==> src/rtl/prime_range_scanner.sv <==
// prime_range_scanner: walks every integer in [num_min, num_max] and classifies
// each one as prime or composite by iterative trial division, one divisor per
// clock. One valid strobe per candidate, a saturating running prime count, and
// a start/busy/done handshake so scans can be relaunched without a reset.
module prime_range_scanner #(
    parameter int WIDTH     = 11,
    parameter int CNT_WIDTH = 11
) (
    input  logic                 clk,
    input  logic                 rst,
    input  logic                 start,
    input  logic [WIDTH-1:0]     num_min,
    input  logic [WIDTH-1:0]     num_max,
    output logic                 busy,
    output logic                 valid,
    output logic                 prime,
    output logic [WIDTH-1:0]     number_checked,
    output logic [CNT_WIDTH-1:0] number_of_primes,
    output logic                 done
);

    typedef enum logic [2:0] {
        S_IDLE,
        S_LOAD,
        S_TEST,
        S_EMIT,
        S_DONE
    } state_t;

    state_t              r_state;
    logic [WIDTH-1:0]    r_max;
    logic [WIDTH-1:0]    r_n;
    logic [WIDTH-1:0]    r_d;

    logic [2*WIDTH-1:0]  w_square;
    logic [2*WIDTH-1:0]  w_nWide;
    logic [WIDTH-1:0]    w_rem;
    logic                w_squareAbove;
    logic                w_divides;
    logic                w_countFull;

    // The divisor square is formed at double width so that a large divisor can
    // never wrap around and falsely declare a composite number prime.
    assign w_square      = {{WIDTH{1'b0}}, r_d} * {{WIDTH{1'b0}}, r_d};
    assign w_nWide       = {{WIDTH{1'b0}}, r_n};
    assign w_squareAbove = (w_square > w_nWide);
    assign w_rem         = r_n % r_d;
    assign w_divides     = (w_rem == '0);
    assign w_countFull   = &number_of_primes;

    // Scan sequencer: all outputs are registered and updated on the transition
    // into the state where they must be visible (valid in EMIT, done in DONE).
    // End of scan is detected by comparing n with max before incrementing, so
    // a window ending at the all-ones value terminates without wrapping.
    always_ff @(posedge clk) begin
        if (!rst) begin
            r_state          <= S_IDLE;
            r_max            <= '0;
            r_n              <= '0;
            r_d              <= '0;
            busy             <= 1'b0;
            valid            <= 1'b0;
            prime            <= 1'b0;
            number_checked   <= '0;
            number_of_primes <= '0;
            done             <= 1'b0;
        end else begin
            valid <= 1'b0;
            done  <= 1'b0;
            case (r_state)
                S_IDLE: begin
                    busy <= 1'b0;
                    if (start) begin
                        r_max            <= num_max;
                        number_of_primes <= '0;
                        if (num_min > num_max) begin
                            r_state <= S_DONE;
                            done    <= 1'b1;
                        end else begin
                            r_n     <= num_min;
                            r_state <= S_LOAD;
                            busy    <= 1'b1;
                        end
                    end
                end

                S_LOAD: begin
                    r_d <= WIDTH'(2);
                    if (r_n < WIDTH'(2)) begin
                        valid          <= 1'b1;
                        prime          <= 1'b0;
                        number_checked <= r_n;
                        r_state        <= S_EMIT;
                    end else begin
                        r_state <= S_TEST;
                    end
                end

                S_TEST: begin
                    if (w_squareAbove) begin
                        valid          <= 1'b1;
                        prime          <= 1'b1;
                        number_checked <= r_n;
                        if (!w_countFull) begin
                            number_of_primes <= number_of_primes + CNT_WIDTH'(1);
                        end
                        r_state <= S_EMIT;
                    end else if (w_divides) begin
                        valid          <= 1'b1;
                        prime          <= 1'b0;
                        number_checked <= r_n;
                        r_state        <= S_EMIT;
                    end else begin
                        r_d <= r_d + WIDTH'(1);
                    end
                end

                S_EMIT: begin
                    if (r_n == r_max) begin
                        r_state <= S_DONE;
                        done    <= 1'b1;
                        busy    <= 1'b0;
                    end else begin
                        r_n     <= r_n + WIDTH'(1);
                        r_state <= S_LOAD;
                    end
                end

                S_DONE: begin
                    busy    <= 1'b0;
                    r_state <= S_IDLE;
                end

                default: begin
                    busy    <= 1'b0;
                    r_state <= S_IDLE;
                end
            endcase
        end
    end

endmodule

==> config.mk <==
export PLATFORM = sky130hd
export DESIGN_NAME = prime_range_scanner
export DESIGN_NICKNAME = d
export VERILOG_FILES = /design/src/rtl/prime_range_scanner.sv
export SDC_FILE = /design/constraint.sdc
export NUM_CORES = 1
export LEC_CHECK = 0
export ABC_AREA = 1
export BUFFER_PORTS_ARGS = -buffer_cell sky130_fd_sc_hd__buf_2
export CORE_MARGIN = 4
export CORE_UTILIZATION = 60
export DETAILED_ROUTE_END_ITERATION = 10
export GPL_TIMING_DRIVEN = 0
export HOLD_SLACK_MARGIN = 0.08
export PLACE_DENSITY_LB_ADDON = 0.08
export SLEW_MARGIN = 10
export SYNTH_ARGS = -nofsm -noshare
export SYNTH_HDL_FRONTEND = slang
export SYNTH_SLANG_ARGS = --single-unit
==> constraint.sdc <==
create_clock -name clk -period 31.8 [get_ports clk]
set_clock_uncertainty 0.15 [all_clocks]
set_input_delay 6.36 -clock clk [delete_from_list [all_inputs] [get_ports clk]]
set_output_delay 6.36 -clock clk [all_outputs]
set_load 0.03 [all_outputs]
### Yosys cells after proc, flatten, opt, wreduce, memory -nomap -nowiden

Cells that the tools add are included.

* bits in registers: 62
* input port bits: 25
* output and inout port bits: 26
* logic and storage cells: 85

* add/subtract/negate cells: 3
* multiply operators: 1
* divide/modulo/power cells: 1
* $lt $le $gt $ge: 3
* equal/unequal tests: 14
* multiplexer cells: 38
* bitwise gates (word level): 1
* reductions and logical operators: 14

Operator list (number)
* 11-bit 2-to-1 mux: 11
* 11-bit case mux with 2 select lines: 4
* 11-bit by 1-bit adder with 11-bit output (second input constant): 3
* 22-bit by 11-bit > comparator with 1-bit output: 1
* 11-bit by 11-bit multiplier with 22-bit output: 1
* 2-bit != test (second input constant): 9
* 3-bit 2-to-1 mux: 5
* 1-bit 2-to-1 mux: 13
* 3-bit case mux with 4 select lines: 1
* 11-bit equality test: 1
* 11-bit > comparator: 1
* 11-bit logical NOT: 1
* 11-bit by 2-bit < comparator with 1-bit output (second input constant): 1
* 11-bit by 11-bit remainder unit with 11-bit output: 1
* 11-bit AND reduction: 1
* 4-bit AND reduction: 2
* 3-bit by 2-bit equality test with 1-bit output (second input constant): 2
* 1-bit case mux with 2 select lines: 3
* 2-bit AND reduction: 3
* 3-bit AND reduction: 2
* 2-bit nonzero test: 3
* 3-bit by 1-bit equality test with 1-bit output (second input constant): 1
* 3-bit logical NOT: 1
* 3-bit != test (second input constant): 1
* 3 further kinds: 3

### Logic depth before layout (Yosys ltp)

Gate-level depths: netlist of run 1.

* depth after elaboration: 5
* depth in mapped cells: 119

### Least setup slack after synthesis of run 1

OpenSTA, ideal clock, no wires.

* path kind: register -> register
* from: register r_d[0]
* to: register number_checked[0]
* data arrival time: 13.356 ns
* required time: 31.537 ns
* path slack: 18.181 ns
* stages on the path, launching flop included: 113
* path buffers: 4
* cell sequence: dfxtp_1 > clkbuf_1 > inv_1 > ha_1 > nor2_1 > nor2_1 > nand2_1 > nand2_2 > nand2_1 > ha_1 > o21ai_0 > nand2_1 > nand3_2 > nand2_1 > and2_1 > ha_1 > o21ai_0 > nand2_1 > [... 77 more ...] > ha_1 > inv_1 > o21ai_0 > nand3_1 > nand2_1 > a21oi_1 > o21ai_0 > or2_2 > nand4_1 > a21oi_1 > nand4_1 > nand2_2 > nand2_2 > nand2_4 > nand2_4 > buf_6 > o21ai_1 > nor2_1

* cells in the longest elaborated chain, start to end: 4

RTL lines
* from (decl): line 33 `logic [WIDTH-1:0] r_d;`
* from (signal assigned): line 114 `r_d <= r_d + WIDTH'(1);`
* 11-bit by 11-bit remainder unit with 11-bit output or 11-bit by 11-bit multiplier with 22-bit output (tied branches): line 47, 44
* 11-bit logical NOT or 22-bit by 11-bit > comparator with 1-bit output (tied branches): line 48, 46
* 3-bit != test (no line) or 11-bit 2-to-1 mux (tied branches)
* 3-bit AND reduction (no line) or 11-bit case mux with 2 select lines (tied branches)
* to (signal assigned): line 92 `number_checked <= r_n;`
* to (signal assigned): line 103 `number_checked <= r_n;`
* to (signal assigned): line 111 `number_checked <= r_n;`
* to (decl): line 17 `output logic [WIDTH-1:0] number_checked,`

Several ways; a longest one is shown, not always the timed one.
A chain may end at the register's enable or synchronous reset.

### Final worst setup path of run 1

* from: register r_d[0]
* to: register number_checked[3]

The elaborated chain is that of the path after synthesis.

==> metrics.yaml, run 1 <==
outcome:
  status: "finished clean"
place:
  dp_hpwl_mm: 22.0
  gp_congestion: 0.886
  io_buffers: 50
floorplanning:
  die_y_um: 142
  initial_utilization_pct: 61.6
  die-width_um: 142
  fp.dieArea_um2: 20100
  num_rows: 48
  core_um2: 17400
  io_pins: 51
timing:
  period_share_pct: 50.4
  maxSlewViolCount: 0
  hold_viol: 0
  worst_pin_slew_ps: 733
  setup_violations: 0
  setup_tns_ps: 0
  fmax_ghz: 0.0624
  finalCriticalPeriod_ps: 16030
  rsz0062_at_grt: "no"
  worst_hold_slack_ps: 316
  slew_headroom_pct: 51.2
critical_path:
  endpoint_kind: "flip-flop"
  cp.arrival_ps: 16100
  r2r.worst_path.cells: 114
  worstSetupStartpointType: "flip-flop"
  r2r_start: "r_d[0]$_SDFFE_PN0P_"
  critPathMostFrequentCell: "nand2_1"
  slowest_stage: "inv_1"
  r2r_slack_ps: 15770
  r2r_end: "number_checked[3]$_SDFFE_PN0P_"
  critPathMaxFanout: 17
  required_ps: 31870
  crit_type: "flip-flop to flip-flop"
  max_stage_delay_ps: 450
clocking:
  clk_pin_slew_ps: 50
  cts_made_buffers: 9
  cts_root_buffer: "clkbuf_16"
  cts_tree: "built"
  cts_buffer_depth: 2
  h-tree-depth: 3
  cts_hold_buf: 0
  cts.sinks: 62
  clk_latency_ps: 330
  cts_resized: 0
  postCtsSetupRepairBufs: 0
synth:
  synthAdderAreaFrac_pct: 28.9
  ys_seq_area_share_pct: 11.6
  synth_area_um2: 10700
  synth.mux.area_fraction_pct: 0
  synthTopCellsByArea: "ha_1, nand2_1, fa_1, dfxtp_1, inv_1"
  synth_edf_count: 0
  yosys_warnings: 0
  synth.distinct_cells: 59
  synthSimpleGateAreaFrac_pct: 30.5
  synth.top_cell.area_share_pct: 16.9
  async_reset_ff_share_pct: 0
  syn_inst: 1562
  synth_compound_area_share_pct: 10.8
  syn_nets: 1796
  yosysTopAreaCell: "ha_1"
  synth-xor-area-share_pct: 6.37
  ys.flop_type: "dfxtp_1"
  synth_top_family_by_area: "simple AND/OR/NAND/NOR gates"
  ys_seq_elements: 62
  syn_area_per_cell_um2: 6.87
detailed_routing:
  drc: 0
  wl_mm: 26.9
  dr.pass1.iters: 5
  vias_per_cell: 5.42
  drt_iter0_markers: 625
  antenna_left: 0
  vias: 10000
  routedWlPerCell_um: 14.5
cells_and_area:
  fillers: 1610
  final_core_util_pct: 66.3
  n_antenna_cell: 0
  layout-drive-gt1-share_pct: 11.4
  area_delta_synth_final_pct: 7.66
  nNetsFinal: 1857
global_routing:
  antenna_found_initial: 0
  busiest_layer: "met2"
  grt_usage_pct: 27.5
  met2_usage_pct: 44.3
  grt_use_met1_pct: 38.8
  grt_max_degree: 18
  grt_pass1_wl_mm: 45.6
  grt-ovfl-total: 0
  use_met3_pct: 2.73
  grt_pass1_vias: 9525
min_path:
  hp-start: "number_of_primes[10]$_SDFFE_PN0P_"
  worstHoldPathCells: 2
  hold_path.class: "flip-flop to flip-flop"
  hold-path-endpoint: "number_of_primes[10]$_SDFFE_PN0P_"
flow_run:
  drv_cap: 0
[cells in the final DEF, fill, tap and decap left out, types with 33 or more instances in the layout]
master and n:
nor2_1 98, fa_1 64, o21ai_0 47, a21oi_1 91
xor2_1 56, buf_2 55, ha_1 145, inv_1 259
nand2_1 348, dfxtp_1 62, nand3_1 75, clkbuf_1 33
[cells by family (layout without fill, tap and decap cells)]
| family | Yosys count | count (layout) |
|---|---|---|
| AO/OA/AOI/OAI | 202 | 202 |
| adder cells (fa/ha/maj) | 209 | 209 |
| flip-flops | 62 | 62 |
| XOR/XNOR | 78 | 78 |
| buffers and inverters | 322 | 387 |
| AND/OR/NAND/NOR | 689 | 689 |
[cells in the mapped netlist (6+ instances only)]
master    instances
nand3_1          75
or2_2            14
fa_1             64
and2_1           14
nor2_1           98
nand2_1         348
dfxtp_1          62
inv_2            11
nand3_2          31
ha_1            145
nor4_1            8
xor2_1           56
nor3_1           20
a21oi_1          91
o21ai_1          15
xnor2_1          22
nand2_2          14
clkbuf_1         32
o21bai_1          8
nor2_2           13
inv_1           259
a31oi_1           6
nand4_1          30
o21ai_0          47
[final cells by class]
| class | instances | area, um2 | area share (%) |
|---|---|---|---|
| Sequential cell | 62 | 1240 | 10.7 |
| Clock buffer | 11 | 243 | 2.10 |
| Inverter | 273 | 1030 | 8.96 |
| Clock inverter | 4 | 47.5 | 0.412 |
| Timing Repair Buffer | 50 | 250 | 2.17 |
| Tap cell | 225 | 282 | 2.44 |
| Multi-Input combinational cell | 1178 | 8210 | 71.1 |
| Buffer | 49 | 240 | 2.08 |
[worst max-delay path, delay by kind of cell (launching register included)]
kind / cells / cell delay, ps
adders and majority gates: 11 / 3430
and+or+nand+nor: 73 / 7750
AOI/OAI and AO/OA: 12 / 1840
DFF: 1 / 420
xor gates and xnor gates: 2 / 230
buffers and inverters: 16 / 2040
[how the worst max path moves through the flow]
stage | startpoint | end | slack, ps | cells past startpoint
2_1_floorplan | r_d[0]$_SDFFE_PN0P_ | number_checked[0]$_SDFFE_PN0P_ | 18180 | 112
3_3_place_gp | r_d[0]$_SDFFE_PN0P_ | number_checked[3]$_SDFFE_PN0P_ | 16280 | 114
3_5_place_dp | r_d[0]$_SDFFE_PN0P_ | number_checked[3]$_SDFFE_PN0P_ | 15960 | 114
4_1_cts | r_d[0]$_SDFFE_PN0P_ | number_checked[3]$_SDFFE_PN0P_ | 15890 | 114
5_1_grt | r_d[0]$_SDFFE_PN0P_ | number_checked[3]$_SDFFE_PN0P_ | 14110 | 114
6_report | r_d[0]$_SDFFE_PN0P_ | number_checked[3]$_SDFFE_PN0P_ | 15770 | 114
[sequential cells by signal (all words and copies together) (netlist names)]
signal and count:
r_state 3, r_max 11, r_d 11, prime 1, busy 1, number_checked 11, valid 1, done 1
number_of_primes 11, r_n 11
[layer usage]
| metal | up-vias | share of wire (%) | wire length [um] |
|---|---|---|---|
| li1 | 5143 | - | - |
| met1 | 4558 | 48 | 12800 |
| met2 | 282 | 44 | 11800 |
| met3 | 51 | 5.4 | 1460 |
| met4 | 0 | 3.0 | 818 |
| met5 | - | 0 | 0 |
[through the flow]
step                worst slack [ps]  std cells  instance area (um2)
global route                   14110       1852                11500
finish                         15770       1852                11500
detailed placement             15960       1837                11300
floorplan                      18180       1562                10700
CTS                            15890       1852                11500
global placement               16280       1837                11300
Power of run 1 is left out: the tool's default activity adds up to more than one toggle a clock period on the data nets, which glitch-free logic cannot reach.
==> run 2, diff against run 1 <==
CORE_UTILIZATION = 58   (was 60)
clock period = 14.09 ns   (was 31.8 ns; I/O delays follow)
==> metrics.yaml, run 2 (synthesized netlist as in run 1, its figures left out) <==
place:
  gp_congestion: 0.932  # +5.2%
  io_buffers: 50  # unchanged
  dp_hpwl_mm: 21.8  # -0.88%
critical_path:
  critPathMaxFanout: 8  # -9
  endpoint_kind: "flip-flop"
  critPathMostFrequentCell: "nand2_2"
  max_stage_delay_ps: 370  # -80 ps
  required_ps: 14160  # -17710 ps
  cp.arrival_ps: 14320  # -1780 ps
  crit_type: "flip-flop to flip-flop"
  worstSetupStartpointType: "flip-flop"
  slowest_stage: "dfxtp_4"
  critPathTopFamily: "simple AND/OR/NAND/NOR gates"
  crit_buf_inv: 14  # -2
clocking:
  cts_buffer_depth: 2  # unchanged
  clk_pin_slew_ps: 50  # about the same
  cts_hold_buf: 0  # unchanged
  cts_root_buffer: "clkbuf_16"
  cts.sinks: 62  # unchanged
  cts_tree: "built"
  clk_latency_ps: 330  # about the same
  cts_made_buffers: 9  # unchanged
  h-tree-depth: 3  # unchanged
detailed_routing:
  antenna_left: 0  # unchanged
  drt_iter0_markers: 838  # +34%
  dr.pass1.iters: 5  # unchanged
  vias_per_cell: 5.75  # +6.1%
  wl_mm: 32.3  # +20%
  vias: 11000  # +9.8%
  drc: 0  # unchanged
  routedWlPerCell_um: 16.9  # +16%
outcome:
  violations: "negative setup slack"
  status: "finished, violations left"
cells_and_area:
  area_delta_synth_final_pct: 24.9
  final_common_cell: "nand2_1"
  final_core_util_pct: 74.1  # +7.7 points
  nNetsFinal: 1917  # +3.2%
  layout-drive-gt1-share_pct: 26.5  # +15 points
  final_cell_mix: "nand2_1, inv_1, ha_1"
  n_antenna_cell: 0  # unchanged
global_routing:
  grt_usage_pct: 27.1  # -0.32 points
  grt_pass1_vias: 9560  # +0.37%
  antenna_found_initial: 0  # unchanged
  grt_pass1_wl_mm: 45.9  # +0.59%
  grt-ovfl-total: 0  # unchanged
  grt_max_degree: 17  # -1
floorplanning:
  num_rows: 49  # +2.1%
  die-width_um: 144  # +1.6%
  initial_utilization_pct: 59.3  # -2.3 points
  die_y_um: 144  # +1.6%
  fp.dieArea_um2: 20700  # +3.3%
  core_um2: 18100  # +3.8%
  io_pins: 51  # unchanged
timing:
  maxSlewViolCount: 0  # unchanged
  finalCriticalPeriod_ps: 14240  # -1790 ps
  setup_violations: 22  # +22
  setup_tns_ps: -1910  # -1910 ps
  worst_pin_slew_ps: 1000  # +267 ps
  slew_headroom_pct: 33.3  # -18 points
  hold_viol: 0  # unchanged
  fmax_ghz: 0.0702  # +13%
  period_share_pct: 101  # +51 points
  fin_ws_ps: -154  # -15920 ps
flow_run:
  drv_cap: 0  # unchanged
min_path:
  hold_path.class: "flip-flop to flip-flop"
run 2: final timing paths:
kind / from / end / slack [ps] / depth (start not counted)
min: number_of_primes[10]$_SDFFE_PN0P_ / number_of_primes[10]$_SDFFE_PN0P_ / 320 / 2
max reg2reg: r_d[0]$_SDFFE_PN0P_ / number_checked[7]$_SDFFE_PN0P_ / -150 / 101
max: r_d[0]$_SDFFE_PN0P_ / number_checked[7]$_SDFFE_PN0P_ / -150 / 101
min reg2reg: number_of_primes[10]$_SDFFE_PN0P_ / number_of_primes[10]$_SDFFE_PN0P_ / 320 / 2
run 2: worst register-to-register path, delay by kind of cell, from the launching register on:
kind	cells	cell delay [ps]
AO/OA/AOI/OAI	16	2390
XOR/XNOR	3	510
AND/OR/NAND/NOR	57	6180
buffers and inverters	14	1530
flip-flops	1	370
adder cells (fa/ha/maj)	11	3020
run 2: final cells by class:
type	instances	area, um2
timing repair buffer	110	767
tap	229	287
clock inverter	6	62.6
sequential	62	1250
multi-input combinational	1178	9450
buffer	48	265
timing repair inverter	1	8.76
fill	1374	4690
inverter	273	1080
clock buffer	10	229
run 2: layer usage:
layer,up-vias,GRT usage (%),share of wire [%],wire length (um)
met5,-,0,0,0
met4,0,6.94,4.3,1390
met3,134,2.61,7.1,2290
met2,509,44.9,47,15100
met1,5111,38.2,42,13600
li1,5262,-,-,-
run 2: per-stage QoR:
step                hold slack, ps  instance area, um2  std cells  setup WS, ps
floorplan                      348               10700       1562           471
global placement               305               11300       1841         -1440
detailed placement             309               11300       1841         -1730
CTS                            320               12000       1876         0.879
global route                   350               13400       1917          -803
finish                         318               13400       1917          -154
run 2: repair_timing:
item	in CTS	in global routing
gates cloned	0	3
gates resized for setup	56	232
setup endpoints to repair	25	25
setup buffers	19	39
endpoints found under the hold margin	0	0
pin swaps	23	131
Power of run 2 is left out for the same reason.
==> run 3, diff against run 2 <==
CORE_ASPECT_RATIO = 1.4   (was not set)
CORE_UTILIZATION = 28   (was 58)
==> metrics.yaml, run 3 (synthesized netlist as in run 1, its figures left out) <==
global_routing:
  antenna_found_initial: 0  # unchanged
  grt_pass1_wl_mm: 54.0  # +18%
  grt_pass1_vias: 10000  # +5.1%
  grt-ovfl-total: 0  # unchanged
  grt_usage_pct: 16.4  # -11 points
  grt_max_degree: 17  # unchanged
critical_path:
  required_ps: 14180  # +20 ps
  crit_type: "flip-flop to flip-flop"
  worstSetupStartpointType: "flip-flop"
  endpoint_kind: "flip-flop"
  max_stage_delay_ps: 380  # about the same
  critPathMostFrequentCell: "nand2_2"
  cp.arrival_ps: 13420  # -900 ps
  slowest_stage: "dfxtp_4"
  critPathMaxFanout: 9  # +1
  critPathTopFamily: "simple AND/OR/NAND/NOR gates"
  crit_buf_inv: 21  # +7
timing:
  finalCriticalPeriod_ps: 13330  # -911 ps
  rsz0062_at_grt: "yes"
  fmax_ghz: 0.0750  # +6.8%
  setup_tns_ps: 0  # +1910 ps
  period_share_pct: 94.6  # -6.5 points
  hold_viol: 0  # unchanged
  worst_hold_slack_ps: 314  # -3.53 ps
  maxSlewViolCount: 0  # unchanged
  worst_pin_slew_ps: 874  # -126 ps
  slew_headroom_pct: 41.7  # +8.4 points
  setup_violations: 0  # -100%
  fin_ws_ps: 758  # +911 ps
cells_and_area:
  layout-drive-gt1-share_pct: 27.1  # +0.64 points
  multi_input_area_um2: 9310  # -1.5%
  final_cells: 2180  # +14%
  area_delta_synth_final_pct: 27.8
  final_common_cell: "nand2_1"
  seq_area_um2: 1250  # unchanged
  final_cell_mix: "nand2_1, inv_1, ha_1"
  n_antenna_cell: 0  # unchanged
  nNetsFinal: 1937  # +1.0%
  fillers: 4037  # +190%
detailed_routing:
  routedWlPerCell_um: 15.9  # -5.6%
  wl_mm: 34.7  # +7.4%
  vias: 10200  # -7.8%
  drc: 0  # unchanged
  dr.pass1.iters: 4  # -1
  drt_iter0_markers: 319  # -62%
  antenna_left: 0  # unchanged
  vias_per_cell: 4.66  # -19%
flow_run:
  drv_cap: 0  # unchanged
min_path:
  hold_path.class: "flip-flop to flip-flop"
clocking:
  clk_pin_slew_ps: 60  # about the same
  cts_made_buffers: 9  # unchanged
  cts_hold_buf: 0  # unchanged
  h-tree-depth: 3  # unchanged
  cts.sinks: 62  # unchanged
  cts_tree: "built"
  cts_buffer_depth: 2  # unchanged
  cts_root_buffer: "clkbuf_16"
  clk_latency_ps: 340  # about the same
floorplanning:
  fp.dieArea_um2: 41500  # +100%
  io_pins: 51  # unchanged
  core_um2: 37700  # +110%
  die_y_um: 240  # +66%
  initial_utilization_pct: 28.4  # -31 points
  num_rows: 84  # +71%
  die-width_um: 173  # +20%
outcome:
  status: "finished clean"
place:
  pre_cts_ws_ps: -2100  # -371 ps
  io_buffers: 50  # unchanged
  dp.cells: 2085  # +13%
  gp_congestion: 0.783  # -16%
  dp_hpwl_mm: 27.7  # +27%
## run 3: cell types whose count changed in the layout (fill, tap and decap cells not counted), sizes merged
cell      change
buf          +20
clkinvlp      -2
inv           +1
## run 3: per-stage QoR
step | cell area [um2] | util, %
finish | 13700 | 36.3
detailed placement | 11600 | 30.7
CTS | 12500 | 33.0
global route | 13700 | 36.3
floorplan | 10700 | -
global placement | 11600 | 30.7
## run 3: layout make-up
cell class	instances	share of cell area [%]
repair inverters	2	0.0913
flip-flops and latches	62	9.09
inverters	273	7.85
repair buffers	130	6.78
well taps	473	4.32
plain buffers	47	1.87
clock buffers	11	1.77
multi-input cells	1178	67.9
clock inverters	4	0.347
## run 3: tightest hold or removal path, delay by kind of cell (launching register included)
family	cells	cell delay (ps)
flip-flops	1	320
buffers and inverters	1	50
AO/OA/AOI/OAI	1	50
## run 3: routing by layer
metal,share of wire (%),wire (um),vias up,track usage (%)
met4,1.8,638,0,4.16
met1,43,15000,4713,19.6
met2,53,18500,116,31.7
met3,1.7,588,31,0.979
li1,-,-,5300,-
met5,0,0,-,0
## run 3: worst paths after layout
| path | cells after the start | startpoint | endpoint | slack [ps] |
|---|---|---|---|---|
| max | 107 | r_d[0]$_SDFFE_PN0P_ | number_checked[1]$_SDFFE_PN0P_ | 760 |
| min | 2 | number_of_primes[10]$_SDFFE_PN0P_ | number_of_primes[10]$_SDFFE_PN0P_ | 310 |
| max reg2reg | 107 | r_d[0]$_SDFFE_PN0P_ | number_checked[1]$_SDFFE_PN0P_ | 760 |
| min reg2reg | 2 | number_of_primes[10]$_SDFFE_PN0P_ | number_of_primes[10]$_SDFFE_PN0P_ | 310 |
## run 3: timing repair
item	in CTS	in global routing
pin swaps	31	121
gates resized for setup	71	205
buffers inserted	34	44
cloned	1	4
endpoints found under the setup margin	25	25
Power of run 3 is left out for the same reason.
